<file path="config.mk">
export PLATFORM = sky130hd
export DESIGN_NAME = uart_tx_fifo_flat
export DESIGN_NICKNAME = d
export VERILOG_FILES = /design/src/rtl/uart_tx_fifo_if.sv /design/src/rtl/uart_tx_fifo.sv /design/src/flat_wrapper.sv
export SDC_FILE = /design/constraint.sdc
export NUM_CORES = 1
export LEC_CHECK = 0
export CAP_MARGIN = 20
export CORE_MARGIN = 4
export CORE_UTILIZATION = 55
export CTS_BUF_LIST = sky130_fd_sc_hd__clkbuf_2 sky130_fd_sc_hd__clkbuf_4 sky130_fd_sc_hd__clkbuf_8
export CTS_CLUSTER_DIAMETER = 60
export DETAILED_ROUTE_END_ITERATION = 8
export GPL_TIMING_DRIVEN = 0
export PLACE_DENSITY_LB_ADDON = 0.2
export SKIP_LAST_GASP = 1
export SLEW_MARGIN = 10
export SYNTH_ARGS = -nofsm -noshare
export SYNTH_HDL_FRONTEND = slang
export SYNTH_SLANG_ARGS = --single-unit
</file>
<file path="constraint.sdc">
create_clock -name clk -period 2.1 [get_ports clk]
set_input_delay 0.315 -clock clk [delete_from_list [all_inputs] [get_ports clk]]
set_output_delay 0.315 -clock clk [all_outputs]
set_load 0.005 [all_outputs]
</file>
<file path="src/rtl/uart_tx_fifo_if.sv">
// Byte write channel into the UART transmitter FIFO.
// Latency: none; this is a plain signal bundle.
// Backpressure: a write happens only on a clk edge where i_tx_dv and o_tx_ready are both high.
interface uart_tx_fifo_if;
  logic       i_tx_dv;
  logic [7:0] i_tx_byte;
  logic       o_tx_ready;

  modport master (output i_tx_dv, output i_tx_byte, input o_tx_ready);
  modport slave  (input i_tx_dv, input i_tx_byte, output o_tx_ready);
endinterface

</file>
<file path="src/rtl/uart_tx_fifo.sv">
// UART transmitter with a byte FIFO. Frames are 8 data bits, optional parity, and 1 or 2 stop bits.
// Latency: a byte written into an empty FIFO while idle drives the start bit from the next edge.
// Backpressure: o_tx_ready drops while the FIFO is full, and writes made while full are dropped.
module uart_tx_fifo #(
  parameter int CLKS_PER_BIT = 87,
  parameter int FIFO_DEPTH   = 4,
  parameter int PARITY       = 0,
  parameter int STOP_BITS    = 1
) (
  input  logic                          clk,
  input  logic                          rst_n,
  uart_tx_fifo_if.slave                 tx,
  output logic                          o_tx_s,
  output logic                          o_tx_active,
  output logic                          o_tx_done,
  output logic [$clog2(FIFO_DEPTH):0]   o_fifo_count
);

  localparam int AW = $clog2(FIFO_DEPTH);
  localparam int CW = $clog2(CLKS_PER_BIT);

  typedef enum logic [2:0] {
    S_IDLE,
    S_START,
    S_DATA,
    S_PARITY,
    S_STOP
  } state_t;

  // FIFO storage. The pointers are one bit wider than the address so that full and empty can be told apart.
  logic [7:0]  mem [FIFO_DEPTH];
  logic [AW:0] wptr;
  logic [AW:0] rptr;
  logic        full;
  logic        empty;
  logic        wr_en;
  logic        pop;

  // Transmitter state.
  state_t      state;
  state_t      state_n;
  logic [CW-1:0] baud;
  logic [CW-1:0] baud_n;
  logic [2:0]  bit_idx;
  logic [2:0]  bit_idx_n;
  logic [7:0]  data;
  logic [7:0]  data_n;
  logic        tx_s_n;
  logic        active_n;
  logic        done_n;
  logic        bit_end;
  logic        par_bit;

  assign full         = (wptr[AW] != rptr[AW]) && (wptr[AW-1:0] == rptr[AW-1:0]);
  assign empty        = (wptr == rptr);
  assign tx.o_tx_ready = ~full;
  assign wr_en        = tx.i_tx_dv && !full;
  assign o_fifo_count = wptr - rptr;
  assign bit_end      = (baud == CW'(CLKS_PER_BIT - 1));
  // Even parity is the XOR of the data bits. Odd parity is that value inverted.
  assign par_bit      = (^data) ^ (PARITY == 2);

  // Write the FIFO storage. This has no reset because the pointers decide which entries are valid.
  always_ff @(posedge clk) begin
    if (wr_en) mem[wptr[AW-1:0]] <= tx.i_tx_byte;
  end

  // Update the FIFO pointers. A write and a pop in the same cycle leave the count unchanged.
  always_ff @(posedge clk or negedge rst_n) begin
    if (!rst_n) begin
      wptr <= '0;
      rptr <= '0;
    end else begin
      if (wr_en) wptr <= wptr + 1'b1;
      if (pop)   rptr <= rptr + 1'b1;
    end
  end

  // Transmitter registers. The line output is registered, and reset returns the line high at once.
  always_ff @(posedge clk or negedge rst_n) begin
    if (!rst_n) begin
      state       <= S_IDLE;
      baud        <= '0;
      bit_idx     <= '0;
      data        <= '0;
      o_tx_s      <= 1'b1;
      o_tx_active <= 1'b0;
      o_tx_done   <= 1'b0;
    end else begin
      state       <= state_n;
      baud        <= baud_n;
      bit_idx     <= bit_idx_n;
      data        <= data_n;
      o_tx_s      <= tx_s_n;
      o_tx_active <= active_n;
      o_tx_done   <= done_n;
    end
  end

  // Next-state and next-output logic for the frame sequencer.
  // Each register drives the value the line must show during the coming bit.
  always_comb begin
    state_n   = state;
    baud_n    = bit_end ? '0 : baud + CW'(1);
    bit_idx_n = bit_idx;
    data_n    = data;
    tx_s_n    = o_tx_s;
    active_n  = o_tx_active;
    done_n    = 1'b0;
    pop       = 1'b0;
    case (state)
      S_IDLE: begin
        tx_s_n   = 1'b1;
        active_n = 1'b0;
        baud_n   = '0;
        if (!empty) begin
          pop       = 1'b1;
          data_n    = mem[rptr[AW-1:0]];
          tx_s_n    = 1'b0;
          active_n  = 1'b1;
          bit_idx_n = '0;
          state_n   = S_START;
        end
      end
      S_START: begin
        if (bit_end) begin
          tx_s_n    = data[0];
          bit_idx_n = '0;
          state_n   = S_DATA;
        end
      end
      S_DATA: begin
        if (bit_end) begin
          if (bit_idx == 3'd7) begin
            bit_idx_n = '0;
            if (PARITY != 0) begin
              tx_s_n  = par_bit;
              state_n = S_PARITY;
            end else begin
              tx_s_n  = 1'b1;
              state_n = S_STOP;
            end
          end else begin
            bit_idx_n = bit_idx + 3'd1;
            tx_s_n    = data[bit_idx + 3'd1];
          end
        end
      end
      S_PARITY: begin
        if (bit_end) begin
          tx_s_n    = 1'b1;
          bit_idx_n = '0;
          state_n   = S_STOP;
        end
      end
      S_STOP: begin
        if (bit_end) begin
          if (bit_idx == 3'(STOP_BITS - 1)) begin
            done_n = 1'b1;
            if (!empty) begin
              // Start the next frame at this edge so there is no idle gap.
              pop       = 1'b1;
              data_n    = mem[rptr[AW-1:0]];
              tx_s_n    = 1'b0;
              bit_idx_n = '0;
              state_n   = S_START;
            end else begin
              tx_s_n   = 1'b1;
              active_n = 1'b0;
              state_n  = S_IDLE;
            end
          end else begin
            bit_idx_n = bit_idx + 3'd1;
          end
        end
      end
      default: begin
        state_n  = S_IDLE;
        tx_s_n   = 1'b1;
        active_n = 1'b0;
        baud_n   = '0;
      end
    endcase
  end

endmodule

</file>
<file path="src/flat_wrapper.sv">
// flat-port wrapper written by rule: the top's interface ports become plain ports
module uart_tx_fifo_flat 
#(
  parameter int CLKS_PER_BIT = 87,
  parameter int FIFO_DEPTH   = 4,
  parameter int PARITY       = 0,
  parameter int STOP_BITS    = 1
)
  (clk, rst_n, o_tx_s, o_tx_active, o_tx_done, o_fifo_count, tx_i_tx_dv, tx_i_tx_byte, tx_o_tx_ready);
  uart_tx_fifo_if tx_i ();
  input  logic clk;
  input  logic rst_n;
  output logic o_tx_s;
  output logic o_tx_active;
  output logic o_tx_done;
  output logic [$clog2(FIFO_DEPTH):0] o_fifo_count;
  input wire logic [$bits(tx_i.i_tx_dv)-1:0] tx_i_tx_dv;
  input wire logic [$bits(tx_i.i_tx_byte)-1:0] tx_i_tx_byte;
  output wire logic [$bits(tx_i.o_tx_ready)-1:0] tx_o_tx_ready;
  assign tx_i.i_tx_dv = tx_i_tx_dv;
  assign tx_i.i_tx_byte = tx_i_tx_byte;
  assign tx_o_tx_ready = tx_i.o_tx_ready;
  uart_tx_fifo #(.CLKS_PER_BIT(CLKS_PER_BIT), .FIFO_DEPTH(FIFO_DEPTH), .PARITY(PARITY), .STOP_BITS(STOP_BITS)) u_core (.clk(clk), .rst_n(rst_n), .tx(tx_i), .o_tx_s(o_tx_s), .o_tx_active(o_tx_active), .o_tx_done(o_tx_done), .o_fifo_count(o_fifo_count));
endmodule
</file>
After elaboration in Yosys (flattened, before gate mapping)
Memory sizes are Yosys's and may differ from the RTL's.
Index checks and enable logic that the tools add are counted.
{ "word_totals": {"register_bits": 30, "ram_bits": 32, "n_memories": 1, "wordCells": 96} }
{ "memory_table": {"columns": ["memory", "depth", "word_bits", "read_ports", "rd_ports_with_merged_regs", "wr", "line", "rtl"], "rows": [
  ["u_core.mem", 4, 8, 1, 0, 1, "uart_tx_fifo.sv:31", "logic [7:0] mem [FIFO_DEPTH];"]
]} }
{ "op_classes": {"bitwise": 2, "mux": 45, "n_reduce_logical": 15, "addsub": 5, "eq_ne": 18, "order_cmp": 1} }
{ "ops": {"columns": ["op", "n"], "rows": [
  ["$mux W3", 13],
  ["$mux W8", 3],
  ["$mux W1", 20],
  ["$ne A2 B1 Y1 const B", 8],
  ["$pmux W8 S2", 1],
  ["$pmux W3 S5", 1],
  ["$mux W7", 2],
  ["$pmux W3 S4", 1],
  ["$add A3 B1 Y3 const B", 3],
  ["$reduce_and A4 Y1", 2],
  ["$add A7 B1 Y7 const B", 1],
  ["$eq A7 B7 Y1 const B", 1],
  ["$reduce_and A7 Y1", 1],
  ["$eq A3 B2 Y1 const B", 2],
  ["$eq A3 B3 Y1 const B", 2],
  ["$logic_not A3 Y1", 2],
  ["$pmux W1 S5", 1],
  ["$reduce_and A5 Y1", 1],
  ["$lt A3 B4 Y1 const B", 1],
  ["$reduce_bool A4 Y1", 1],
  ["$reduce_or A4 Y1", 1],
  ["$bmux W1 S3", 1],
  ["$eq A3 B1 Y1 const B", 1],
  ["$eq A3 B3 Y1", 1],
  ["13 further kinds", 15]
]} }

Logic depth before layout (Yosys ltp)
{ "depth": {"ltp_word": 6, "depth_mapped": 7, "ltp_nobuf": 6} }

Least setup slack after synthesis
Ideal clock, no wire load.
{ "synth_timing": {"path_type": "register to register", "from": "register u_core.rptr[1]", "to": "memory u_core.mem[3][0] (enable)", "arrival_ns": 1.767, "setup_ns": 0.339, "path_slack_ns": -0.006, "path_stages_with_launch": 7, "required_ns": 1.761, "period_less_slack_ns": 2.106, "path_cell_list": "dfrtp_1 clkbuf_1 inv_1 ha_1 nand2_1 o21a_1 and2_1"} }
{ "synth_via": {"elab_chain_len": 6} }
{ "synth_lines": {"columns": ["element", "line", "rtl"], "rows": [
  ["from (decl)", "uart_tx_fifo.sv:33", "logic [AW:0] rptr;"],
  ["from (signal assigned)", "uart_tx_fifo.sv:75", "if (pop) rptr <= rptr + 1'b1;"],
  ["$eq A2 B2 Y1", "uart_tx_fifo.sv:54", "assign full = (wptr[AW] != rptr[AW]) && (wptr[AW-1:0] == rptr[AW-1:0]);"],
  ["$logic_and A1 B1 Y1", "uart_tx_fifo.sv:54", null],
  ["$logic_not A1 Y1", "uart_tx_fifo.sv:57", "assign wr_en = tx.i_tx_dv && !full;"],
  ["$logic_and A1 B1 Y1", "uart_tx_fifo.sv:57", null],
  ["$mux W1", "uart_tx_fifo.sv:65", "if (wr_en) mem[wptr[AW-1:0]] <= tx.i_tx_byte;"],
  ["$mux W1 (not written as such)", "uart_tx_fifo.sv:65", null],
  ["to (decl)", "uart_tx_fifo.sv:31", null]
]} }
No other way between the ends.

Worst setup path after layout
{ "layout_timing": {"from": "register u_core.bit_idx[0]", "to": "register u_core.data[4]"} }
{ "layout_via": {"elab_chain_len": 3} }
{ "layout_lines": {"columns": ["element", "line", "rtl"], "rows": [
  ["from (decl)", "uart_tx_fifo.sv:44", "logic [2:0] bit_idx;"],
  ["from (signal assigned)", "uart_tx_fifo.sv:92", "bit_idx <= bit_idx_n;"],
  ["$logic_not A3 Y1", "uart_tx_fifo.sv:158", "if (bit_idx == 3'(STOP_BITS - 1)) begin"],
  ["$ne A2 B1 Y1 (no source line)", null, null],
  ["$reduce_and A3 Y1 (no source line)", null, null],
  ["to (signal assigned)", "uart_tx_fifo.sv:93", "data <= data_n;"],
  ["to (decl)", "uart_tx_fifo.sv:46", "logic [7:0] data;"]
]} }
No other way between the ends.
A chain may end at the register's enable or synchronous reset.

==> out/results.txt <==
Status: finished, final reports clean
Drt drc: 0
Buf+Inv Stages, Crit Path: 1
Clock root buffer: clkbuf_8
CTS H-Tree Depth: 3
GRT Util Overall: 0.193
Setup WS post-layout: 80.5 ps
Core Box Area: 5170 um2
Wire length on met1: 2310 um
DIE AREA: 6640 um2
Port bufs: 17
DR WL met3: 218 um
Clock skew: 8.35 ps
FF-to-FF Start: u_core.bit_idx[0]
Clk buf depth: 2
Least-Margin Pin Slew: 673 ps
Vias per cell: 5.67
Met2 wire length: 3110 um
P_leak: 1.39 nW
Startpoint class of the critical path: register
Worst hold path type: input port to async pin
Crit path kind: register to register
Most frequent cells in the layout: edfxtp_1 (32), dfrtp_1 (29), nor2_1 (15)
Maxcap violations: 0
Syn_nets: 228
Worst-Skew Late Latency: 330 ps
Ant diodes: 0
Detailed Route Iter0 Violations: 188
Hold_buf cts: 0
Crit-path cells: ha_2 -> ha_2 -> nor3b_2 -> a21oi_2 -> o211ai_2 -> buf_6 -> mux2_4
Clock buffer count from CTS: 9
CTS tree: built
Die Span X: 81.5 um
GPL Wtd Cong: 0.838
IO Pins: 18
Height of the die: 81.5 um
Wire per inst: 18.1 um
Largest net degree at the start of global routing: 31
Max Transition Viols Final: 0
Vias: 1787
CP most frequent cell: ha_2
Initial antenna violation count: 0
Clock-pin transition on the worst setup and hold timing paths: 70 ps
Mapped Area: 2970 um2
Post-DRT Antenna Nets: 0
Flop2flop setup slack: 80 ps
DP Worst Slack: -268 ps
Synth async-reset ratio: 0.484
CP top delay family: flip-flops
Commonest non-fill, non-tap cell in the layout: edfxtp_1
Critical path capture point type: register
Syn. warnings: 0
Distinct cells, synth: 51
Worst reg2reg path endpoint: u_core.data[4]
Vias in the first global route: 1795
Power Density: 891 nW/um2
Final net count: 264
Crit path time final: 2020 ps
Worst VDD drop: 0.696 mV
First-pass GRT wire length: 9230 um
RSZ-0062 raised after global routing: false
EDFF count, synth: 32
Critical path's largest stage delay: 420 ps
Synth Flop Type: edfxtp_1
Post-DP HPWL: 3870 um
CP max stage cell: dfrtp_1
Register area share after synthesis: 0.577
#FFs+latches synth: 62
Post-Route WL: 5710 um
Slew margin rel.: 0.551
Area grow syn2layout: 19.5%
Clock sink total: 62
Starting Density: 0.574
Synth Instances: 204
Fmax: 0.495 GHz
Critical Path RT: 2310 ps
Average cell area after synthesis: 14.6 um2
TNS Setup: 0 ps
Fin. Hold Viols: 0
GR Overflow Total: 0
Worst-case reg-to-reg path depth: 7
Final Power: 0.00316 W
Max layer used: met4
Placement Rows: 26
Crit Path Max Fanout: 5
1st-pass router iterations: 4
Final period util: 0.962
Layout cell share with drive strength beyond 1: 0.306
# setup viols final: 0
Critical Path AT: 2230 ps
flip-flops by register name, indices dropped and copies added (netlist names):
name	flops
u_core.data	8
u_core.state	3
u_core.o_tx_s	1
u_core.o_tx_done	1
u_core.baud	7
u_core.o_tx_active	1
u_core.rptr	3
u_core.bit_idx	3
u_core.mem	32
u_core.wptr	3
repair_timing:
| action | in CTS | in global routing |
|---|---|---|
| endpoints found under the setup margin | 38 | 31 |
| cloned | 0 | 1 |
| pin swaps | 0 | 3 |
| gates resized for setup | 12 | 14 |
| buffers inserted | 5 | 2 |
synthesized netlist by cell type (2+ instances only):
library cell   n  area [um2]
nand3_1        7        35.0
o21ai_0        6        30.0
xor2_1         4        35.0
buf_4          2        15.0
nand2_1        7        26.3
and2_1         5        31.3
nor3_1         2        10.0
or3_1          2        12.5
nor2_1        15        56.3
a31o_2         2        17.5
a211oi_1       2        15.0
a32o_1         2        20.0
o21a_1         2        15.0
dfrtp_1       29         726
nor3b_1        3        22.5
clkbuf_1       2        7.51
mux4_2         9         203
a21oi_1        4        20.0
inv_1          9        33.8
mux2_4         8         120
ha_1          12         150
xnor2_1        8        70.1
edfxtp_1      32         961
o2111ai_1      2        17.5
nor2b_1        2        12.5
how the worst max path moves through the flow:
stage / endpoint / from / cells after the start / slack (ps)
2_1_floorplan: u_core.mem[3][0] / u_core.rptr[1] / 6 / 120
3_3_place_gp: u_core.mem[3][3] / u_core.rptr[1] / 6 / -240
3_5_place_dp: u_core.mem[3][7] / u_core.rptr[1] / 6 / -270
4_1_cts: o_fifo_count[2] / u_core.rptr[0] / 4 / 50
5_1_grt: u_core.o_tx_s / u_core.bit_idx[0] / 5 / 2
6_report: u_core.data[4] / u_core.bit_idx[0] / 7 / 80
logic make-up after synthesis:
| logic type | count (synthesis) | share of synthesized area |
|---|---|---|
| buffers and inverters | 16 | 0.0286 |
| adder cells (fa/ha/maj) | 13 | 0.0573 |
| AO/OA/AOI/OAI | 29 | 0.0758 |
| XOR/XNOR | 12 | 0.0354 |
| multiplexers | 19 | 0.121 |
| flip-flops | 62 | 0.577 |
| AND/OR/NAND/NOR | 53 | 0.105 |
layout make-up:
| class | instances | area (um2) |
|---|---|---|
| Timing Repair Buffer | 25 | 225 |
| Fill cell | 349 | 1620 |
| Clock buffer | 9 | 124 |
| Sequential cell | 62 | 1710 |
| Inverter | 9 | 33.8 |
| Buffer | 7 | 61.3 |
| Tap cell | 70 | 87.6 |
| Clock inverter | 7 | 73.8 |
| Multi-Input combinational cell | 126 | 1230 |
metrics by stage:
stage | utilization | std cells | hold slack [ps] | cell area (um2)
after floorplan | - | 204 | 19.4 | 2970
after global placement | 0.624 | 291 | 460 | 3230
after detailed placement | 0.623 | 291 | 389 | 3220
after CTS | 0.676 | 312 | 26.8 | 3500
after global routing | 0.686 | 315 | 62.5 | 3550
final | 0.686 | 315 | 15.1 | 3550
power by group:
group          total, W  internal, W  switching (W)
registers       0.00151      0.00144      0.0000634
logic          0.000615     0.000293       0.000322
clock network   0.00104     0.000551       0.000488
routing by layer:
metal	GRT usage	vias to the layer above
li1	-	828
met1	0.239	900
met2	0.330	52
met3	0.0461	7
met4	0.0709	0
met5	0	-
Note: power is estimated with default switching activity, not from simulation.
